==> config.mk <==
export PLATFORM = sky130hd
export DESIGN_NAME = disp_fb_arbiter
export DESIGN_NICKNAME = d
export VERILOG_FILES = /design/src/rtl/disp_pkg.sv /design/src/rtl/disp_rr_pick.sv /design/src/rtl/disp_fb_arbiter.sv
export SDC_FILE = /design/constraint.sdc
export NUM_CORES = 1
export LEC_CHECK = 0
export ABC_AREA = 1
export CORE_MARGIN = 3
export CORE_UTILIZATION = 45
export CTS_CLUSTER_DIAMETER = 120
export DETAILED_ROUTE_END_ITERATION = 10
export PLACE_DENSITY_LB_ADDON = 0.15
export SYNTH_ARGS = -nofsm -noshare
export SYNTH_HDL_FRONTEND = slang
export SYNTH_SLANG_ARGS = --single-unit
==> constraint.sdc <==
create_clock -name clk -period 2.2 [get_ports clk]
set_input_delay 0.22 -clock clk [delete_from_list [all_inputs] [get_ports clk]]
set_output_delay 0.22 -clock clk [all_outputs]
set_load 0.005 [all_outputs]
==> src/rtl/disp_pkg.sv <==
// Shared definitions for the display framebuffer read arbiter:
// requester indices, arbiter state encoding and default bus widths.
package disp_pkg;

    localparam int REQ_LCD    = 0;
    localparam int REQ_VGA    = 1;
    localparam int REQ_SPILCD = 2;

    localparam int ADDR_W_DEF = 15;
    localparam int DATA_W_DEF = 24;

    typedef enum logic [1:0] {
        ST_IDLE  = 2'd0,
        ST_BURST = 2'd1,
        ST_DRAIN = 2'd2
    } state_t;

endpackage

==> src/rtl/disp_rr_pick.sv <==
// Combinational round-robin picker: first set request at or above ptr_i,
// wrapping to index 0.
// Ports: req_i (requests), ptr_i (priority pointer),
//        gnt_o (one-hot winner), idx_o (winner index), valid when |req_i.
module disp_rr_pick #(
    parameter int NUM_REQ = 3,
    parameter int PTR_W   = 2
) (
    input  logic [NUM_REQ-1:0] req_i,
    input  logic [PTR_W-1:0]   ptr_i,
    output logic [NUM_REQ-1:0] gnt_o,
    output logic [PTR_W-1:0]   idx_o
);

    logic found;

    always_comb begin
        gnt_o = '0;
        idx_o = '0;
        found = 1'b0;
        // Pass 1: indices at or above the pointer.
        for (int j = 0; j < NUM_REQ; j++) begin
            if (!found && req_i[j] && (PTR_W'(j) >= ptr_i)) begin
                found    = 1'b1;
                gnt_o[j] = 1'b1;
                idx_o    = PTR_W'(j);
            end
        end
        // Pass 2: wrap around to the indices below the pointer.
        for (int j = 0; j < NUM_REQ; j++) begin
            if (!found && req_i[j] && (PTR_W'(j) < ptr_i)) begin
                found    = 1'b1;
                gnt_o[j] = 1'b1;
                idx_o    = PTR_W'(j);
            end
        end
    end

endmodule

==> src/rtl/disp_fb_arbiter.sv <==
// Burst arbiter sharing one framebuffer read port between display engines.
// Grants whole bursts round-robin, issues sequential reads, routes data back.
// Ports: clk/rst (async active-high), req/req_addr/req_len (per-requester
//        burst request), gnt/rd_data/rd_valid/done (owner side), busy,
//        mem_en/mem_addr/mem_rdata (single-port RAM, RD_LAT read latency).
module disp_fb_arbiter
    import disp_pkg::*;
#(
    parameter int NUM_REQ = REQ_SPILCD + 1,
    parameter int ADDR_W  = ADDR_W_DEF,
    parameter int DATA_W  = DATA_W_DEF,
    parameter int LEN_W   = 8,
    parameter int RD_LAT  = 2
) (
    input  logic                      clk,
    input  logic                      rst,
    input  logic [NUM_REQ-1:0]        req,
    input  logic [NUM_REQ*ADDR_W-1:0] req_addr,
    input  logic [NUM_REQ*LEN_W-1:0]  req_len,
    output logic [NUM_REQ-1:0]        gnt,
    output logic [DATA_W-1:0]         rd_data,
    output logic [NUM_REQ-1:0]        rd_valid,
    output logic [NUM_REQ-1:0]        done,
    output logic                      busy,
    output logic                      mem_en,
    output logic [ADDR_W-1:0]         mem_addr,
    input  logic [DATA_W-1:0]         mem_rdata
);

    localparam int PTR_W = (NUM_REQ > 1) ? $clog2(NUM_REQ) : 1;

    state_t              state_q, state_d;
    logic [PTR_W-1:0]    ptr_q, ptr_d;
    logic [PTR_W-1:0]    idx_q, idx_d;
    logic [NUM_REQ-1:0]  gnt_q, gnt_d;
    logic [LEN_W-1:0]    cnt_q, cnt_d;
    logic [ADDR_W-1:0]   addr_q, addr_d;
    logic                en_q, en_d;
    logic [NUM_REQ-1:0]  done_q, done_d;
    logic                busy_q, busy_d;
    logic [RD_LAT-1:0]   vpipe_q, vpipe_d;
    logic [NUM_REQ-1:0]  rdv_q, rdv_d;
    logic [DATA_W-1:0]   rdata_q, rdata_d;

    logic [NUM_REQ-1:0]  pick_gnt;
    logic [PTR_W-1:0]    pick_idx;
    logic [ADDR_W-1:0]   addr_a [NUM_REQ];
    logic [LEN_W-1:0]    len_a  [NUM_REQ];

    for (genvar i = 0; i < NUM_REQ; i++) begin : g_unpack
        assign addr_a[i] = req_addr[i*ADDR_W +: ADDR_W];
        assign len_a[i]  = req_len[i*LEN_W +: LEN_W];
    end

    disp_rr_pick #(
        .NUM_REQ (NUM_REQ),
        .PTR_W   (PTR_W)
    ) u_pick (
        .req_i (req),
        .ptr_i (ptr_q),
        .gnt_o (pick_gnt),
        .idx_o (pick_idx)
    );

    always_ff @(posedge clk or posedge rst) begin
        if (rst) begin
            state_q <= ST_IDLE;
            ptr_q   <= '0;
            idx_q   <= '0;
            gnt_q   <= '0;
            cnt_q   <= '0;
            addr_q  <= '0;
            en_q    <= 1'b0;
            done_q  <= '0;
            busy_q  <= 1'b0;
            vpipe_q <= '0;
            rdv_q   <= '0;
            rdata_q <= '0;
        end else begin
            state_q <= state_d;
            ptr_q   <= ptr_d;
            idx_q   <= idx_d;
            gnt_q   <= gnt_d;
            cnt_q   <= cnt_d;
            addr_q  <= addr_d;
            en_q    <= en_d;
            done_q  <= done_d;
            busy_q  <= busy_d;
            vpipe_q <= vpipe_d;
            rdv_q   <= rdv_d;
            rdata_q <= rdata_d;
        end
    end

    always_comb begin
        state_d = state_q;
        ptr_d   = ptr_q;
        idx_d   = idx_q;
        gnt_d   = gnt_q;
        cnt_d   = cnt_q;
        addr_d  = addr_q;
        en_d    = en_q;
        done_d  = '0;
        // Valid pipe: top bit marks mem_rdata valid this cycle.
        vpipe_d    = '0;
        vpipe_d[0] = en_q;
        for (int k = 1; k < RD_LAT; k++) begin
            vpipe_d[k] = vpipe_q[k-1];
        end
        rdv_d   = vpipe_q[RD_LAT-1] ? gnt_q : '0;
        rdata_d = vpipe_q[RD_LAT-1] ? mem_rdata : rdata_q;

        unique case (state_q)
            ST_IDLE: begin
                if (|req) begin
                    gnt_d   = pick_gnt;
                    idx_d   = pick_idx;
                    en_d    = 1'b1;
                    addr_d  = addr_a[pick_idx];
                    cnt_d   = len_a[pick_idx];
                    state_d = ST_BURST;
                end
            end
            ST_BURST: begin
                // cnt_q counts remaining reads after the current one.
                if (cnt_q == '0) begin
                    en_d    = 1'b0;
                    state_d = ST_DRAIN;
                end else begin
                    cnt_d  = cnt_q - LEN_W'(1);
                    addr_d = addr_q + ADDR_W'(1);
                end
            end
            ST_DRAIN: begin
                // Pipe empty means the last beat is on rd_valid now.
                if (vpipe_q == '0) begin
                    done_d  = gnt_q;
                    gnt_d   = '0;
                    state_d = ST_IDLE;
                    if (idx_q == PTR_W'(NUM_REQ - 1)) begin
                        ptr_d = '0;
                    end else begin
                        ptr_d = idx_q + PTR_W'(1);
                    end
                end
            end
            default: begin
                state_d = ST_IDLE;
                en_d    = 1'b0;
                gnt_d   = '0;
            end
        endcase

        busy_d = (state_d != ST_IDLE);
    end

    assign gnt      = gnt_q;
    assign rd_data  = rdata_q;
    assign rd_valid = rdv_q;
    assign done     = done_q;
    assign busy     = busy_q;
    assign mem_en   = en_q;
    assign mem_addr = addr_q;

endmodule

# ---- Word-level counts from Yosys, hierarchy flattened
# Index checks and enable logic that the tools add are counted.
dict set report classes {
  add_sub_neg 3
  magnitude_cmp 7
  n_eq_ne 7
  muxes 41
  bitwise_logic 3
  n_reduce_logical 27
}
# operator count
set ops {}
lappend ops {{15-bit 2-to-1 mux} 4}
lappend ops {{8-bit 2-to-1 mux} 4}
lappend ops {{15-bit binary-select mux with 2-bit select} 1}
lappend ops {{15-bit case mux with 2 select lines} 1}
lappend ops {{8-bit binary-select mux with 2-bit select} 1}
lappend ops {{2-bit 2-to-1 mux} 8}
lappend ops {{8-bit case mux with 2 select lines} 1}
lappend ops {{15-bit by 1-bit adder with 15-bit output (second input constant)} 1}
lappend ops {{3-bit 2-to-1 mux} 5}
lappend ops {{1-bit 2-to-1 mux} 13}
lappend ops {{1-bit logical AND} 11}
lappend ops {{3-bit case mux with 3 select lines} 1}
lappend ops {{3-bit AND reduction} 3}
lappend ops {{8-bit logical NOT} 1}
lappend ops {{2-bit != test (second input constant)} 4}
lappend ops {{8-bit by 1-bit subtractor with 8-bit output (second input constant)} 1}
lappend ops {{2-bit case mux with 3 select lines} 1}
lappend ops {{1-bit logical NOT} 5}
lappend ops {{2-bit equality test (second input constant)} 2}
lappend ops {{1-bit by 2-bit greater-or-equal comparator with 1-bit output (first input constant)} 2}
lappend ops {{2-bit logical NOT} 2}
lappend ops {{1-bit by 2-bit < comparator with 1-bit output (first input constant)} 2}
lappend ops {{2-bit AND reduction} 2}
lappend ops {{2-bit nonzero test} 2}
lappend ops {{other kinds (9)} 10}
dict set report word_totals {
  ff_bits 66
  inputBits 98
  out_inout_bits 50
  wordCells 100
}

# ---- Logic depth before layout (Yosys ltp)
# Gate-level depths: netlist (run 1).
dict set report logic_depth {
  ltp_word 29
  mapped_depth 12
}

# ---- Cells and area by module
# A second synthesis (run 1) with hierarchy kept.
dict set report unflattened {
  hier_cells 542
  hier_area_um2 3776.1
}
# module n_inst cells_per_inst area_per_inst_um2 seq_area_each_um2
set by_module_without_submodules {}
lappend by_module_without_submodules {disp_fb_arbiter 1 518 3684.8 1651.6}
lappend by_module_without_submodules {disp_rr_pick 1 24 91.3 0.0}

# ---- Worst setup path after synthesis (run 1)
# Ideal clock, no wire load.
dict set report synth_path {
  path_type {register -> register}
  startpoint {register cnt_q[3]}
  endpoint {register en_q (netlist: mem_en)}
  setup_ns 0.118
  arrival_time_ns 1.285
  required_time_ns 2.082
  slack_ns 0.797
  path_stages_with_launch 11
  synth_period_minus_slack_ns 1.403
  cell_sequence {dfrtp_1 -> inv_2 -> nand3_1 -> nor2_1 -> nand3_1 -> nand2_1 -> nand2_1 -> buf_2 -> buf_6 -> o22ai_1 -> inv_2}
}
dict set report synth_between {
  elab_chain_cells 3
}
# item line
set synth_lines {}
lappend synth_lines {{from (decl)} disp_fb_arbiter.sv:36} ;# logic [LEN_W-1:0] cnt_q, cnt_d;
lappend synth_lines {{from (signal assigned)} disp_fb_arbiter.sv:84} ;# cnt_q <= cnt_d;
lappend synth_lines {{8-bit logical NOT} disp_fb_arbiter.sv:126} ;# if (cnt_q == '0) begin
lappend synth_lines {{2-bit != test (no source line)} n/a}
lappend synth_lines {{3-bit AND reduction (no source line)} n/a}
lappend synth_lines {{to (signal assigned)} disp_fb_arbiter.sv:86} ;# en_q <= en_d;
lappend synth_lines {{to (decl)} disp_fb_arbiter.sv:38} ;# logic en_q, en_d;
# Every way passes these cells.
# A chain may end at the register's enable or synchronous reset.

# ---- Worst setup path after layout (run 1)
dict set report layout_path {
  startpoint {register ptr_q[1]}
  endpoint {register cnt_q[4]}
}
dict set report layout_between {
  elab_chain_cells 29
  elab_cells_between_ends 38
  classes_between {order compare (6); mux (15); bitwise (1); reduce/logical (16)}
}
# item line
set layout_lines {}
lappend layout_lines {{from (decl)} disp_fb_arbiter.sv:33} ;# logic [PTR_W-1:0] ptr_q, ptr_d;
lappend layout_lines {{from (signal assigned)} disp_fb_arbiter.sv:81} ;# ptr_q <= ptr_d;
lappend layout_lines {{1-bit by 2-bit greater-or-equal comparator with 1-bit output} disp_rr_pick.sv:23} ;# if (!found && req_i[j] && (PTR_W'(j) >= ptr_i)) begin
lappend layout_lines {{1-bit logical AND} disp_rr_pick.sv:23}
lappend layout_lines {{1-bit 2-to-1 mux} disp_rr_pick.sv:23}
lappend layout_lines {{1-bit logical NOT} disp_rr_pick.sv:23}
lappend layout_lines {{1-bit logical AND (2 in a row)} disp_rr_pick.sv:23}
lappend layout_lines {{1-bit 2-to-1 mux} disp_rr_pick.sv:23}
lappend layout_lines {{1-bit logical NOT} disp_rr_pick.sv:23}
lappend layout_lines {{1-bit logical AND (2 in a row)} disp_rr_pick.sv:23}
lappend layout_lines {{[9 not listed]} n/a}
lappend layout_lines {{1-bit logical NOT} disp_rr_pick.sv:31} ;# if (!found && req_i[j] && (PTR_W'(j) < ptr_i)) begin
lappend layout_lines {{1-bit logical AND (2 in a row)} disp_rr_pick.sv:31}
lappend layout_lines {{2-bit 2-to-1 mux (*)} disp_rr_pick.sv:31}
lappend layout_lines {{2-bit inverter with 3-bit output (not written as such) (*)} disp_fb_arbiter.sv:120} ;# cnt_d = len_a[pick_idx];
lappend layout_lines {{8-bit binary-select mux with 2-bit select (*)} disp_fb_arbiter.sv:120}
lappend layout_lines {{8-bit 2-to-1 mux (not written as such) (*) (2 in a row)} disp_fb_arbiter.sv:120}
lappend layout_lines {{8-bit 2-to-1 mux (*)} disp_fb_arbiter.sv:115} ;# if (|req) begin
lappend layout_lines {{8-bit case mux with 2 select lines (*)} disp_fb_arbiter.sv:113} ;# unique case (state_q)
# Every way passes the cells marked *; elsewhere a longest branch is shown, timed or not. The select of a mux whose other input is x is not followed.

==> results of run 1 <==
[worst max-delay path: stages, from the launching register on]
cell and delay [ps]:
dfrtp_1 440, nand2_1 110, nand2_2 60, nor2_4 100, nand2_4 80, nand2_4 350
a21oi_1 170, o21ai_1 250, nand2_1 90, nand2_1 60
[per-stage QoR]
step,utilization,power [uW],std cells,hold WS (ps)
global route,0.6809,7686,833,257.4
CTS,0.6809,7063,833,235.8
global placement,0.6568,5907,817,358.6
finish,0.6809,7028,833,227.3
detailed placement,0.6568,6019,817,376.2
floorplan,-,4357,584,332.5
[flip-flops by register name (all words and copies together) (netlist names)]
name	cells
cnt_q	8
ptr_q	2
rd_data	24
state_q	2
done	3
mem_en	1
rd_valid	3
busy	1
mem_addr	15
gnt	3
idx_q	2
vpipe_q	2
[layout by cell type (no fill, tap or decap), types with 2 or more instances in the layout]
cell / Yosys / layout
a21oi_1: 36 / 36
a21oi_2: 10 / 10
buf_12: 1 / 3
buf_4: 1 / 5
clkbuf_8: 0 / 10
clkdlybuf4s50_1: 0 / 147
clkinvlp_4: 0 / 3
dfrtp_1: 66 / 66
ha_1: 3 / 3
inv_1: 69 / 68
inv_2: 8 / 9
nand2_1: 214 / 214
nand2_4: 3 / 3
nand3_1: 62 / 62
nand4_1: 3 / 3
nor2_1: 29 / 29
o21ai_0: 15 / 15
o21ai_1: 15 / 15
o22ai_1: 3 / 3
or2_0: 2 / 2
or2_2: 5 / 5
xor2_1: 2 / 2
[power by group through the flow]
stage / combinational [uW] / sequential (uW) / clock, uW
floorplan: 2120 / 2240 / 0
global placement: 3630 / 2280 / 0
detailed placement: 3710 / 2310 / 0
CTS: 3740 / 2290 / 1040
global route: 4210 / 2370 / 1110
finish: 3720 / 2290 / 1020
[area by class of cell]
class	instances	area [sq um]	area share
sequential	66	1652	0.2866
timing repair buffer	155	1569	0.2723
tap	105	131.4	0.02280
clock inverter	6	66.31	0.01151
multi-input combinational	414	1918	0.3328
clock buffer	10	137.6	0.02388
inverter	77	289.0	0.05015
[layer usage]
layer  up-vias  GRT usage  routed length (um)
li1       2101          -                   -
met1      1845     0.3342                5138
met2       198     0.3367                4865
met3        13    0.03391                 947
met4         0    0.08290                 168
met5         -          0                   0
[logic make-up after synthesis]
family | Yosys count
adders and majority gates | 3
AOI/OAI and AO/OA | 82
and+or+nand+nor | 326
buffers and inverters | 104
xor gates and xnor gates | 3
DFF | 66
[path summary, 6_finish.rpt]
path / start / end / slack [ps] / cells past startpoint
max: ptr_q[1] / cnt_q[4] / 410 / 9
min: rst / rd_data[0] / 230 / 2
max reg2reg: ptr_q[1] / cnt_q[4] / 410 / 9
min reg2reg: vpipe_q[0] / vpipe_q[1] / 400 / 0
max in group asynchronous: rst / mem_addr[6] / 1370 / 3
min in group clk: vpipe_q[0] / vpipe_q[1] / 400 / 0
==> run_results.csv, run 1 <==
group,metric,value,unit
status,status,"completed",
logic_synthesis,synth_common_cells,"nand2_1 (214), inv_1 (69), dfrtp_1 (66), nand3_1 (62), a21oi_1 (36)",
sta,slew_headroom,0.5388,
setup_path,cp.arrival,2060,ps
cts,cts_root_buffer,"clkbuf_8",
logic_synthesis,yosysMostFrequentCell,"nand2_1",
cts,cts_sinks,66,
setup_path,startpoint_type,"register",
global_route,grtUsageTotal,0.2265,
logic_synthesis,syn_avg_cell_area,6.899,sq um
logic_synthesis,synth-compound-area-share,0.1158,
sta,tightest_slew,691.1,ps
place,gp_congestion,0.8423,
routing,drc,0,
cts,htreeDepth,3,
floorplan,die_area,0.01012,sq mm
cts,post_cts_buffers,0,
power_and_ir_drop,pwr_density_cell,1220,mW/mm^2
sta,slew_violations,0,
floorplan,die_w,100.6,um
setup_path,worstSetupPathType,"register to register",
sta,hold_viol,0,
floorplan,die_y,100.6,um
logic_synthesis,async_reset_ff_frac,1.000,
setup_path,crit_fanout,39,
sta,finalSetupViolCount,0,
cts,cts_tree,"built",
setup_path,cp.required,2480,ps
logic_synthesis,synth_edf_count,0,
routing,wire_per_inst,13.35,um
sta,fin_crit,1788,ps
logic_synthesis,synth_top_area_cell,"dfrtp_1",
logic_synthesis,synth_top_family_by_area,"simple AND/OR/NAND/NOR gates",
routing,totalWireLength,11.12,mm
power_and_ir_drop,switching_share,0.4123,
global_route,grt_pass1_vias,3951,
setup_path,endpoint_kind,"register",
global_route,grt_first_pass_wirelength,18.69,mm
sta,layout_setup_ws,411.8,ps
global_route,grt_antenna_before_repair,0,
cts,post_cts_resized,0,
power_and_ir_drop,seqPwrFrac,0.326,
logic_synthesis,yosysTopAreaCellShare,0.4099,
power_and_ir_drop,p_comb_frac,0.529,
logic_synthesis,synth_xor_area_frac,0.006522,
logic_synthesis,synthFlopType,"dfrtp_1",
cts,insertion_delay,340,ps
place,numPortBuffers,147,
cts,clkSlewWorstSetupHoldPaths,80,ps
sta,clock_skew,11.13,ps
finish,final_nets,824,
logic_synthesis,synth_area,0.004029,sq mm
logic_synthesis,synthMuxAreaShare,0,
routing,drt_iter0_drc,297,
sta,post-route-period-util,0.8128,
sta,rsz0062_at_grt,"false",
logic_synthesis,syn_nets,685,
floorplan,start_util,0.4760,
worst_hold_path,hold_class,"input port to async pin",
logic_synthesis,synthSimpleGateAreaFrac,0.3444,
logic_synthesis,synth_cells,584,
place,preCtsSetupSlack,202.7,ps
power_and_ir_drop,peakVddDrop,0.5608,mV
cts,cts_hold_buf,0,
finish,fillers,711,
power_and_ir_drop,clock_power_share,0.145,
floorplan,coreArea,0.008464,sq mm
sta,setup_tns,0,ps
routing,viasPerCell,4.990,
finish,diodes,0,
power_and_ir_drop,power.switching,2898,uW
power_and_ir_drop,p_int,4130,uW
logic_synthesis,ys_top_cells_by_area,"dfrtp_1 (41%), nand2_1 (20%), nand3_1 (7.7%)",
sta,max_freq,559.2,MHz
global_route,grt-ovfl-total,0,
global_route,grt_max_degree,44,
logic_synthesis,ys_seq_area_frac,0.4099,
routing,vias,4157,
routing,detail-route-antenna-nets,0,
logic_synthesis,synth_cell_types,35,
routing,first_pass_iters,5,
place,dpl_cell_area,0.005559,sq mm
logic_synthesis,synthAdderAreaFrac,0.009317,
floorplan,num_rows,33,
run,maxCapViolations,0,
cts,cts_buffers,9,
place,place_hpwl,8.395,mm
finish,area_delta_synth_final,43.04,%
floorplan,num_io_pins,148,
cts,clk_path_buf_depth,2,
finish,fin_area,0.005763,sq mm
finish,drive_gt1_frac,0.07967,
logic_synthesis,ys_ff_latch,66,
logic_synthesis,yosysWarnings,0,
power_and_ir_drop,p_leak,0.002918,uW
Power figures use the tool's default switching activity.
==> inputs of run 2 (changes only) <==
--- a/config.mk
+++ b/config.mk
@@ -7,7 +7,7 @@
 export LEC_CHECK = 0
 export ABC_AREA = 1
 export CORE_MARGIN = 3
-export CORE_UTILIZATION = 45
+export CORE_UTILIZATION = 41
 export CTS_CLUSTER_DIAMETER = 120
 export DETAILED_ROUTE_END_ITERATION = 10
 export PLACE_DENSITY_LB_ADDON = 0.15
==> constraint.sdc (replaced) <==
create_clock -name clk -period 1.5 [get_ports clk]
set_input_delay 0.15 -clock clk [delete_from_list [all_inputs] [get_ports clk]]
set_output_delay 0.15 -clock clk [all_outputs]
set_load 0.005 [all_outputs]
==> run 2 against run 1 <==
The flow now finishes with violations (negative setup slack); clock-buffer cell count did not move; non-clock buffer count grew 29; sequential power increased by 46%; register-to-register slack got worse by 500 ps; die area rose by 9.2%; critical path type unchanged; critical endpoint unchanged; largest cell class unchanged.
==> run_results.csv, run 2 (synthesized netlist as in run 1, its figures left out) <==
group,metric,value,unit
status,status,"finished, violations left",
status,failed_checks,"negative setup slack",
cts,htreeDepth,3,
global_route,grt_first_pass_wirelength,19.21,mm
setup_path,cp_slowest_cell,"dfrtp_2",
routing,detail-route-antenna-nets,0,
place,gp_congestion,0.8771,
cts,cts_root_buffer,"clkbuf_8",
routing,vias,4270,
sta,hold_viol,0,
sta,layout_setup_ws,-93.04,ps
place,numPortBuffers,147,
cts,cts_hold_buf,0,
sta,rsz0062_at_grt,"true",
cts,insertion_delay,340,ps
routing,drt_iter0_drc,327,
global_route,grt_antenna_before_repair,0,
setup_path,regToRegSetupSlack,-90,ps
cts,clk_path_buf_depth,2,
floorplan,die_y,105.1,um
sta,slew_headroom,0.7679,
sta,post-route-period-util,1.062,
floorplan,num_io_pins,148,
setup_path,cp.arrival,1820,ps
floorplan,coreArea,0.009415,sq mm
run,maxCapViolations,0,
finish,layout_commonest_cell,"nand2_1",
setup_path,slowest_delay,470,ps
cts,clkSlewWorstSetupHoldPaths,80,ps
routing,wire_per_inst,13.05,um
sta,slew_violations,0,
finish,most-common-layout-cells,"nand2_1 (211), clkdlybuf4s50_1 (145), inv_1 (66), nand3_1 (58), dfrtp_1 (55)",
global_route,grt-ovfl-total,0,
routing,viasPerCell,4.814,
power_and_ir_drop,p_leak,0.003105,uW
floorplan,die_area,0.01105,sq mm
setup_path,crit_buf_inv,2,
cts,cts_sinks,66,
power_and_ir_drop,peakVddDrop,0.6455,mV
setup_path,cpMostUsedCell,"nand2_1",
sta,max_freq,627.7,MHz
finish,area_delta_synth_final,55.03,%
finish,drive_gt1_frac,0.1609,
setup_path,r2r_start,"ptr_q[1]",
setup_path,startpoint_type,"register",
sta,clock_skew,9.943,ps
sta,tightest_slew,348.2,ps
setup_path,crit_fanout,6,
setup_path,reg2reg_to,"cnt_q[4]",
finish,final_nets,854,
finish,diodes,0,
finish,layout.cells.non_filler,887,
floorplan,start_util,0.4279,
global_route,grt_pass1_vias,4076,
sta,setup_tns,-1247,ps
sta,finalSetupViolCount,23,
finish,largest_reg_flops,24,
setup_path,cp.required,1720,ps
place,place_hpwl,8.639,mm
global_route,grt_max_degree,67,
place,dp_cells,865,
worst_hold_path,hold_class,"input port to async pin",
setup_path,endpoint_kind,"register",
routing,totalWireLength,11.58,mm
floorplan,num_rows,35,
power_and_ir_drop,total_power,10940,uW
cts,cts_buffers,9,
sta,fin_crit,1593,ps
finish,fin_area,0.006246,sq mm
place,dpl_cell_area,0.005823,sq mm
finish,fillers,785,
setup_path,cp_top_family,"flip-flops",
setup_path,worstSetupPathType,"register to register",
floorplan,die_w,105.1,um
setup_path,crit_path_cell_trace,"inv_2, nand3_4, nand2_4, o21ai_4, buf_4, a21oi_1, o21ai_2, nand2_1, nand2_1",
cts,cts_tree,"built",
global_route,grtUsageTotal,0.2101,
routing,first_pass_iters,5,
routing,drc,0,
setup_path,rr_worst_depth,9,
power_and_ir_drop,pwr_density_cell,1752,mW/mm^2
-- run 2: changes by cell type in the layout (fill, tap and decap cells not counted), sizes merged --
cell,before,now
buf,8,36
clkdlybuf4s50,147,145
dlygate4sd2,0,2
inv,77,79
clkbuf,10,11
clkinv,2,1
clkinvlp,3,2
nand2,218,219
-- run 2: worst max path at each step --
stage,startpoint,end,slack [ps],depth (start not counted)
finish,ptr_q[1],cnt_q[4],-90,9
global route,ptr_q[1],mem_addr[3],-200,10
CTS,ptr_q[1],mem_addr[1],-80,10
detailed placement,req[1],mem_addr[3],-400,12
global placement,req[1],mem_addr[8],-350,12
floorplan,cnt_q[3],mem_en,100,10
-- run 2: stage by stage --
stage               utilization  setup WS [ps]  hold WS (ps)
floorplan                     -          97.39         262.5
global placement         0.6185         -350.0         357.7
detailed placement       0.6185         -402.9         383.9
CTS                      0.6530         -84.58         251.5
global route             0.6634         -201.5         263.4
finish                   0.6634         -93.04         240.0
-- run 2: cell type report --
class / count / area, sq um / area share
clock inverter: 6 / 72.57 / 0.01162
sequential: 66 / 1665 / 0.2666
inverter: 77 / 295.3 / 0.04728
multi-input combinational: 415 / 2047 / 0.3277
timing repair buffer: 184 / 1867 / 0.2989
tap: 129 / 161.4 / 0.02584
clock buffer: 10 / 137.6 / 0.02204
-- run 2: what timing repair did --
action                                  CTS  global route
pin swaps                                 1             6
resized for setup                        24            24
cloned                                    1             1
buffers inserted                          4             0
endpoints found under the setup margin   32            33
-- run 2: tightest hold or removal path: stages --
cell             delay, ps
clkdlybuf4s50_1        440
clkinvlp_4             100
buf_12                 290
-- run 2: routing by layer --
layer	GRT usage	part of all wire	vias to the layer above
met5	0	0	-
li1	-	-	2163
met2	0.3190	0.43	199
met1	0.2958	0.47	1888
met4	0.07310	0.020	0
met3	0.04632	0.077	20
-- run 2: power by group --
part | internal (uW) | switching, uW | total, uW
registers | 2660 | 691 | 3350
logic | 3020 | 3030 | 6060
clock network | 833 | 704 | 1540
total | 6520 | 4430 | 10900
